$ cat src/rtl/delay_tap_ctrl.sv
// Tap-select controller for a bank of delay lines. It tracks how much history
// has been shifted in and blanks the output while a tap change settles.
module delay_tap_ctrl #(
    parameter int DEPTH0 = 30,
    parameter int DEPTH1 = 45,
    parameter int DEPTH2 = 60,
    parameter int DEPTH3 = 90,
    parameter int GUARD  = 2
) (
    input  logic       clk,
    input  logic       rst,
    input  logic       ena,
    input  logic       din_valid,
    input  logic       flush,
    input  logic       sel_valid,
    input  logic [1:0] sel_data,
    output logic       sel_ready,
    output logic       shift_en,
    output logic [1:0] tap_sel,
    output logic       dout_valid,
    output logic       busy,
    output logic [6:0] fill_cnt
);

    localparam int GW = (GUARD < 1) ? 1 : $clog2(GUARD + 1);

    typedef enum logic [1:0] {
        ST_FILL   = 2'd0,
        ST_RUN    = 2'd1,
        ST_SWITCH = 2'd2
    } state_t;

    state_t        state_q, state_d;
    logic [GW-1:0] guard_q, guard_d;
    logic [1:0]    tap_d;
    logic [6:0]    fill_d;
    logic [6:0]    active_depth;
    logic          accept;
    logic          depth_met;

    function automatic logic [6:0] depth_of(input logic [1:0] t);
        case (t)
            2'd0:    depth_of = 7'(DEPTH0);
            2'd1:    depth_of = 7'(DEPTH1);
            2'd2:    depth_of = 7'(DEPTH2);
            default: depth_of = 7'(DEPTH3);
        endcase
    endfunction

    always_ff @(posedge clk or posedge rst) begin
        if (rst) begin
            state_q  <= ST_FILL;
            guard_q  <= '0;
            tap_sel  <= 2'd0;
            fill_cnt <= 7'd0;
        end else begin
            state_q  <= state_d;
            guard_q  <= guard_d;
            tap_sel  <= tap_d;
            fill_cnt <= fill_d;
        end
    end

    // Handshake: a tap change is taken on an edge where sel_valid and
    // sel_ready are both high; sel_ready never depends on sel_valid.
    always_comb begin
        shift_en     = din_valid && ena;
        sel_ready    = ena && !rst && (state_q != ST_SWITCH);
        accept       = sel_valid && sel_ready;
        dout_valid   = (state_q == ST_RUN) && ena;
        busy         = (state_q == ST_FILL) || (state_q == ST_SWITCH);
        active_depth = depth_of(tap_sel);
        depth_met    = (fill_cnt >= active_depth);

        state_d = state_q;
        guard_d = guard_q;
        tap_d   = tap_sel;
        fill_d  = fill_cnt;

        if (ena) begin
            // Flush wins over a same-edge shift; the counter saturates at the deepest tap.
            if (flush) begin
                fill_d = 7'd0;
            end else if (shift_en && (fill_cnt < 7'(DEPTH3))) begin
                fill_d = fill_cnt + 7'd1;
            end

            case (state_q)
                ST_FILL, ST_RUN: begin
                    if (accept) begin
                        tap_d   = sel_data;
                        guard_d = GW'(GUARD);
                        state_d = ST_SWITCH;
                    end else if (flush) begin
                        state_d = ST_FILL;
                    end else if ((state_q == ST_FILL) && depth_met) begin
                        state_d = ST_RUN;
                    end
                end
                ST_SWITCH: begin
                    if (guard_q <= GW'(1)) begin
                        guard_d = '0;
                        state_d = depth_met ? ST_RUN : ST_FILL;
                    end else begin
                        guard_d = guard_q - GW'(1);
                    end
                end
                default: begin
                    state_d = ST_FILL;
                    guard_d = '0;
                end
            endcase
        end
    end

endmodule

$ cat config.mk
export PLATFORM = sky130hd
export DESIGN_NAME = delay_tap_ctrl
export DESIGN_NICKNAME = d
export VERILOG_FILES = /design/src/rtl/delay_tap_ctrl.sv
export SDC_FILE = /design/constraint.sdc
export NUM_CORES = 1
export LEC_CHECK = 0
export ABC_AREA = 0
export CORE_UTILIZATION = 44
export CTS_CLUSTER_SIZE = 20
export DETAILED_ROUTE_END_ITERATION = 16
export PLACE_DENSITY_LB_ADDON = 0.08
export SYNTH_ARGS = -nofsm -noshare
export SYNTH_HDL_FRONTEND = slang
export SYNTH_SLANG_ARGS = --single-unit
$ cat constraint.sdc
create_clock -name clk -period 1.77 [get_ports clk]
set_input_delay 0.177 -clock clk [delete_from_list [all_inputs] [get_ports clk]]
set_output_delay 0.177 -clock clk [all_outputs]
set_load 0.02 [all_outputs]
# == Word level (Yosys, flattened, before mapping) ==
# Index checks and enable logic that the tools add are counted.
# totals
reg_bits,13
latchBits,0
ram_bits,0
rom_bits,0
input_bits,8
out_inout_bits,13
word_cells,46
memories,0
# op_classes
n_addsub,2
multipliers,0
div,0
order_cmp,3
eq_ne,8
shifts,0
muxes,12
n_bitwise,0
n_reduce_logical,17
# op_table
operator,count
$pmux W7 S3,1
$mux W7,2
$mux W2,6
$pmux W2 S2,2
$add A7 B1 Y7 const B,1
$ge A7 B7 Y1,1
$logic_and A1 B1 Y1,7
$lt A7 B7 Y1 const B,1
$reduce_and A3 Y1,2
$eq A2 B1 Y1 const B,2
$eq A2 B2 Y1 const B,2
$logic_not A2 Y1,2
$ne A2 B2 Y1 const B,2
$ne A4 B4 Y1 const B,1
$reduce_and A2 Y1,2
$le A2 B1 Y1 const B,1
$ne A2 B1 Y1 const B,1
$reduce_bool A2 Y1,1
$reduce_or A2 Y1,1
$sub A2 B1 Y2 const B,1
$logic_not A1 Y1,1
$logic_or A1 B1 Y1,1
$mux W1,1

# == Depth between registers and ports, before layout ==
# Gate-level depths: netlist of run 1.
# depth
depth_word,8
mapped_depth,7
depth_no_buf,7

# == Worst setup path before layout of run 1 ==
# Ideal clock, no wire load.
# synth_path
kind,reg2reg
start,reg tap_sel[1]
end,reg state_q[1]
setup_time_ns,0.128
arrival_time_ns,1.681
path_slack_ns,-0.040
path_stages_with_launch,8
synth_period_minus_slack_ns,1.810
cell_sequence,dfrtp_1 inv_1 ha_1 ha_1 nand2b_1 a211o_1 a211oi_1 o31ai_1
# synth_via
elab_chain_cells,6
# synth_lines
item,line,text
start: declaration,19,"output logic [1:0] tap_sel,"
start signal: assignment,59,tap_sel <= tap_d;
"$eq A2 B2 Y1, or another cell as far along",42,case (t)
$pmux W7 S3 (*),42,
$ge A7 B7 Y1 (*),73,depth_met = (fill_cnt >= active_depth);
$logic_and A1 B1 Y1 (*),96,end else if ((state_q == ST_FILL) && depth_met) begin
$ne A4 B4 Y1 (no source line) (*),-,
$reduce_and A3 Y1 (no source line) (*),-,
end signal: assignment,57,state_q <= state_d;
end: declaration,33,"state_t state_q, state_d;"
# Mark *: on every way between the ends. The rest lies on a longest branch, timed or not.
# A chain may end at the register's enable or synchronous reset.

# == Worst setup path after layout of run 1 ==
# layout_path
start,reg tap_sel[0]
end,reg state_q[1]
# Same word-level chain as after synthesis.

==> run_results.csv, run 1 <==
group,metric,value,unit
floorplan,io_pins,21,
floorplan,rows,15,
placed_design,portBuffers,20,
setup_path,crit_arrival,1890,ps
clock_tree,post-cts-setup-buffers,0,
route,antenna_left,0,
grt,grt_pass1_wl,3.532,mm
finish,nNetsFinal,156,
clock_tree,cts_hold_buf,0,
clock_tree,cts_tree,"done",
floorplan,core_area,1821,um2
grt,use_met3,3.846,%
sta,fin_crit_sh,97.45,%
grt,grt_pass1_vias,823,
sta,period_minus_slack,1725,ps
finish,syn2layout_area_growth,43.95,%
pwr,fin_total_pwr,1.056,mW
synth,yosys_warnings,0,
synth,synthMuxAreaShare,2.364,%
floorplan,die_h,47.22,um
clock_tree,cts_max_level,1,
synth,synth_xor_area_share,0,%
clock_tree,clock_sinks,13,
route,routedWlPerCell,13.98,um
route,drc,0,
route,vias,928,
grt,busiest_layer,"met2",
grt,grt_overflow,0,
synth,synth_seq_cells,13,
clock_tree,cts_max_path_buffers,2,
sta,fmax,579.8,MHz
setup_path,crit_required,1940,ps
route,viasPerCell,5.693,
finish,drive_gt1_share,20.29,%
pwr,p_leak,0.6214,nW
setup_path,critical_path.endpoint_type,"register",
clock_tree,path_clk_slew,80,ps
synth,synthTopCellsByArea,"dfrtp_1, ha_1, o21ai_0",
sta,max_slew.worst_pin.slew,459.0,ps
route,wirelength,2.278,mm
finish,instances_no_fill,163,
clock_tree,clock_latency,280,ps
grt,gr-usage-met2,33.89,%
synth,synth_compound_area_share,20.03,%
outcome,outcome,"finished, final reports clean",
sta,finalHoldViolCount,0,
placed_design,place_hpwl,1.748,mm
synth,syn_inst,103,
sta,hold_ws,265.7,ps
finish,n_antenna_cell,0,
synth,yosysTopAreaCell,"dfrtp_1",
synth,syn_nets,120,
placed_design,placed_cells,159,
sta,rsz0062_at_grt,"no",
floorplan,die_x,47.22,um
floorplan,initial_core_util,49.42,%
sta,setup-tns-final,0,ps
grt,antenna_found_initial,0,
synth,synthesis.area,899.6,um2
pwr,ir_drop,0.5187,mV
setup_path,crit_path_start_kind,"register",
clock_tree,root_buffer,"clkbuf_4",
synth,ys_seq_area_share,36.16,%
synth,synth_top_family_by_area,"simple AND/OR/NAND/NOR gates",
setup_path,path_max_fanout,2,
grt,grt_max_degree,14,
pwr,power_density,815.8,nW/um2
setup_path,criticalPathCategory,"register to register",
min_path,hp-class,"input port to async pin",
sta,slew_viol_final,0,
finish,fin_util,71.13,%
synth,netlist.area_leader.share,36.16,%
placed_design,place_congestion,0.8358,
floorplan,die_area,2229,um2
route,first_pass_iters,4,
sta,skew,5.452,ps
clock_tree,cts_made_buffers,3,
synth,synth_adder_area_share,12.52,%
route,drtIter0Drc,41,
flow_run,max-cap-violations,0,
sta,finalSetupViolCount,0,
grt,grt_use_total,22.86,%
sta,slew_headroom,69.19,%
synth,yosys.area_share.simple,24.34,%
synth,syn-mean-instance-area,8.734,um2
synth,yosysUniqueCellTypes,35,
grt,grt_use_met1,31.93,%
metal layers:
| metal | routed length (um) | share of wire (%) |
|---|---|---|
| met2 | 1002 | 44 |
| met4 | 38 | 1.7 |
| met3 | 178 | 7.8 |
| met5 | 0 | 0 |
| met1 | 1059 | 46 |
critical path, cell delays in order, from the launching register on:
cell and delay [ps]:
dfrtp_2 430, ha_4 280, inv_2 40, ha_4 220, a211o_1 320, a211oi_2 240, o31ai_1 80
cell type report:
| class | count | area, um2 |
|---|---|---|
| Tap cell | 25 | 31.28 |
| Clock buffer | 4 | 26.28 |
| Fill cell | 148 | 525.5 |
| Inverter | 10 | 37.54 |
| Multi-Input combinational cell | 79 | 581.8 |
| Timing Repair Buffer | 32 | 290.3 |
| Sequential cell | 13 | 327.8 |
cells in the mapped netlist:
master	number
dfrtp_1	13
a41o_1	1
and3b_1	1
a31oi_1	2
o31ai_1	2
nand2b_1	4
o211ai_1	1
and3_2	1
o21ai_1	1
and2_1	1
inv_1	10
a41oi_1	1
nand4_1	3
or3_1	1
a311o_1	1
clkbuf_1	1
o21a_1	1
ha_1	9
mux2_2	1
a211o_1	1
or4_1	1
o211a_1	1
mux2i_1	1
nor2_1	7
nor3_1	1
o21ai_0	8
nand4b_1	1
a21boi_0	1
nand2_1	8
nor2b_1	3
a21oi_1	6
and4_2	1
nor3b_1	2
nand3_1	5
a211oi_1	1
sequential cells by signal, indices dropped and copies added, names as in the netlist:
register  flops
fill_cnt      7
guard_q       2
state_q       2
tap_sel       2
logic make-up (layout without fill, tap and decap cells):
kind of cell | Yosys count | in the layout
AOI/OAI and AO/OA | 28 | 28
adders and majority gates | 9 | 9
buffers and inverters | 11 | 46
DFF | 13 | 13
muxes | 2 | 2
and+or+nand+nor | 40 | 40
metrics by stage:
| stage | worst slack [ps] | instance area, um2 |
|---|---|---|
| 4_1_cts | 6.585 | 1249 |
| 6_report | 45.21 | 1295 |
| 3_5_place_dp | -25.17 | 1220 |
| 3_3_place_gp | -2.711 | 1220 |
| 2_1_floorplan | 8.100 | 902.1 |
| 5_1_grt | 13.26 | 1295 |
final timing paths:
check | end | startpoint | cells past startpoint | slack (ps)
max reg2reg | state_q[1] | tap_sel[0] | 6 | 50
min in group clk | tap_sel[1] | sel_data[1] | 3 | 460
max | state_q[1] | tap_sel[0] | 6 | 50
min reg2reg | guard_q[0] | guard_q[0] | 1 | 520
min | guard_q[1] | rst | 3 | 270
max in group asynchronous | tap_sel[1] | rst | 3 | 1330
where the power goes:
group,internal (mW),switching [mW],leakage (nW)
Sequential,0.345,0.0477,0.166
Combinational,0.239,0.240,0.440
Clock,0.0873,0.0977,0.0150
placed cells by master (no fill, tap or decap), types with 2 or more instances in the layout:
cell type        synthesis  layout
o21ai_0                  8       8
a31oi_1                  2       2
nand2b_1                 4       4
dfrtp_2                  0       2
nor3b_1                  2       2
inv_2                    0       2
nand3_1                  5       5
dfrtp_1                 13      11
o31ai_1                  2       2
inv_1                   10       8
a21oi_1                  6       5
dlygate4sd2_1            0       2
nor2_1                   7       6
ha_1                     9       6
buf_4                    0      12
nor2b_1                  3       3
nand4_1                  3       3
clkbuf_4                 0       3
nand2_1                  8       8
ha_4                     0       3
clkdlybuf4s50_1          0      17
what timing repair did:
item                       CTS  global route
resized for setup            3             8
cloned                       0             0
pin swaps                    0             6
setup endpoints to repair    3             3
(Power assumes the default switching activity.)
==> inputs of run 2 (changes only) <==
CORE_UTILIZATION = 46   (was 44)
CTS_BUF_LIST = sky130_fd_sc_hd__clkbuf_4   (was default)
clock period = 1.9 ns   (was 1.77 ns; I/O delays follow)
==> run 2 against run 1 <==
Count of clock-buffer cells in the layout unchanged. First-iteration DRC count down 78%. Highest routed layer unchanged. Largest cell class unchanged. Cell area down 3.3%. Utilization down 0.89 points.
==> run_results.csv, run 2 (synthesis gave the netlist of run 1 again) <==
group,metric,value,unit
clock_tree,path_clk_slew,80,ps
placed_design,portBuffers,20,
sta,fin_crit_sh,97.05,%
placed_design,place_hpwl,1.635,mm
floorplan,initial_core_util,50.46,%
grt,grt_pass1_wl,3.463,mm
finish,top_register,"fill_cnt",
route,wirelength,2.107,mm
sta,finalHoldViolCount,0,
clock_tree,cts_hold_buf,0,
clock_tree,cts_max_level,1,
setup_path,criticalPathCategory,"input port to primary output",
outcome,outcome,"finished, final reports clean",
sta,finalSetupViolCount,0,
finish,largest_register_ffs,7,
pwr,p_leak,0.6381,nW
grt,antenna_found_initial,0,
route,vias,864,
finish,nNetsFinal,156,
pwr,fin_total_pwr,0.9329,mW
finish,syn2layout_area_growth,39.22,%
setup_path,r2r-start,"tap_sel[0]",
sta,rsz0062_at_grt,"no",
grt,grt_overflow,0,
setup_path,critical_path.endpoint_type,"primary output",
floorplan,die_h,46.23,um
floorplan,io_pins,21,
route,drtIter0Drc,9,
finish,drive_gt1_share,13.77,%
sta,max_slew.worst_pin.slew,452.6,ps
sta,slew_headroom,69.62,%
pwr,ir_drop,0.4706,mV
route,first_pass_iters,4,
clock_tree,cts_resized,0,
setup_path,crit_path_start_kind,"input port",
clock_tree,root_buffer,"clkbuf_4",
finish,final_cell_mix,"clkdlybuf4s50_1, dfrtp_1, buf_4, inv_1, ha_1",
finish,mostFrequentLayoutCell,"clkdlybuf4s50_1",
route,antenna_left,0,
clock_tree,cts_made_buffers,3,
floorplan,core_area,1783,um2
floorplan,die_area,2137,um2
clock_tree,cts_tree,"done",
clock_tree,cts_max_path_buffers,2,
route,drc,0,
setup_path,crit_arrival,1650,ps
setup_path,crit_required,1710,ps
setup_path,ff2ff_setup_slack,120,ps
sta,slew_viol_final,0,
setup_path,path_max_fanout,9,
route,viasPerCell,5.301,
placed_design,place_congestion,0.8415,
route,routedWlPerCell,12.93,um
setup_path,r2r_end,"state_q[1]",
sta,period_minus_slack,1844,ps
finish,n_antenna_cell,0,
finish,fin_util,70.25,%
floorplan,die_x,46.23,um
setup_path,reg2reg_depth,6,
clock_tree,post-cts-setup-buffers,0,
clock_tree,clock_sinks,13,
flow_run,max-cap-violations,0,
min_path,hp-class,"input port to async pin",
grt,grt_pass1_vias,782,
grt,grt_use_total,23.01,%
sta,skew,0.6624,ps
floorplan,rows,15,
pwr,power_density,744.9,nW/um2
sta,fmax,542.3,MHz
grt,grt_max_degree,14,
sta,setup-tns-final,0,ps
clock_tree,clock_latency,280,ps
-- run 2: stage by stage --
| stage | setup WS [ps] | hold slack (ps) | cell area, um2 | instances |
|---|---|---|---|---|
| floorplan | 90.12 | 75.15 | 899.6 | 103 |
| global placement | 29.96 | 476.1 | 1217 | 159 |
| detailed placement | 8.860 | 488.3 | 1217 | 159 |
| CTS | 6.589 | 302.8 | 1247 | 163 |
| global route | 5.643 | 335.9 | 1252 | 163 |
| finish | 56.03 | 305.2 | 1252 | 163 |
-- run 2: final cells by class --
cell class	instances	area [um2]
multi-input cells	79	533.0
repair buffers	32	295.3
clock buffers	4	30.03
fillers	144	530.5
inverters	10	37.54
flip-flops and latches	13	325.3
well taps	25	31.28
-- run 2: metal layers --
layer	global-route usage, %	vias up	share of wire, %
met5	0	-	0
met4	8.824	0	1.7
met3	2.353	4	3.8
met2	32.96	21	42
met1	34.94	394	52
li1	-	445	-
-- run 2: power by group --
group / internal, mW / total (mW) / switching, mW
registers: 0.320 / 0.367 / 0.0479
clock network: 0.0957 / 0.192 / 0.0965
logic: 0.187 / 0.373 / 0.186
total: 0.603 / 0.933 / 0.330
-- run 2: worst max-delay path by stage --
stage | startpoint | end | slack (ps) | cells past startpoint
3_3_place_gp | ena | dout_valid | 30 | 3
2_1_floorplan | tap_sel[1] | state_q[1] | 90 | 7
5_1_grt | ena | shift_en | 6 | 4
6_report | ena | shift_en | 60 | 4
3_5_place_dp | ena | sel_ready | 9 | 3
4_1_cts | ena | sel_ready | 7 | 3
-- run 2: critical path, cell delays in order --
cell and delay (ps):
clkdlybuf4s50_1 640, nand2_1 130, inv_1 100, clkdlybuf4s50_1 600
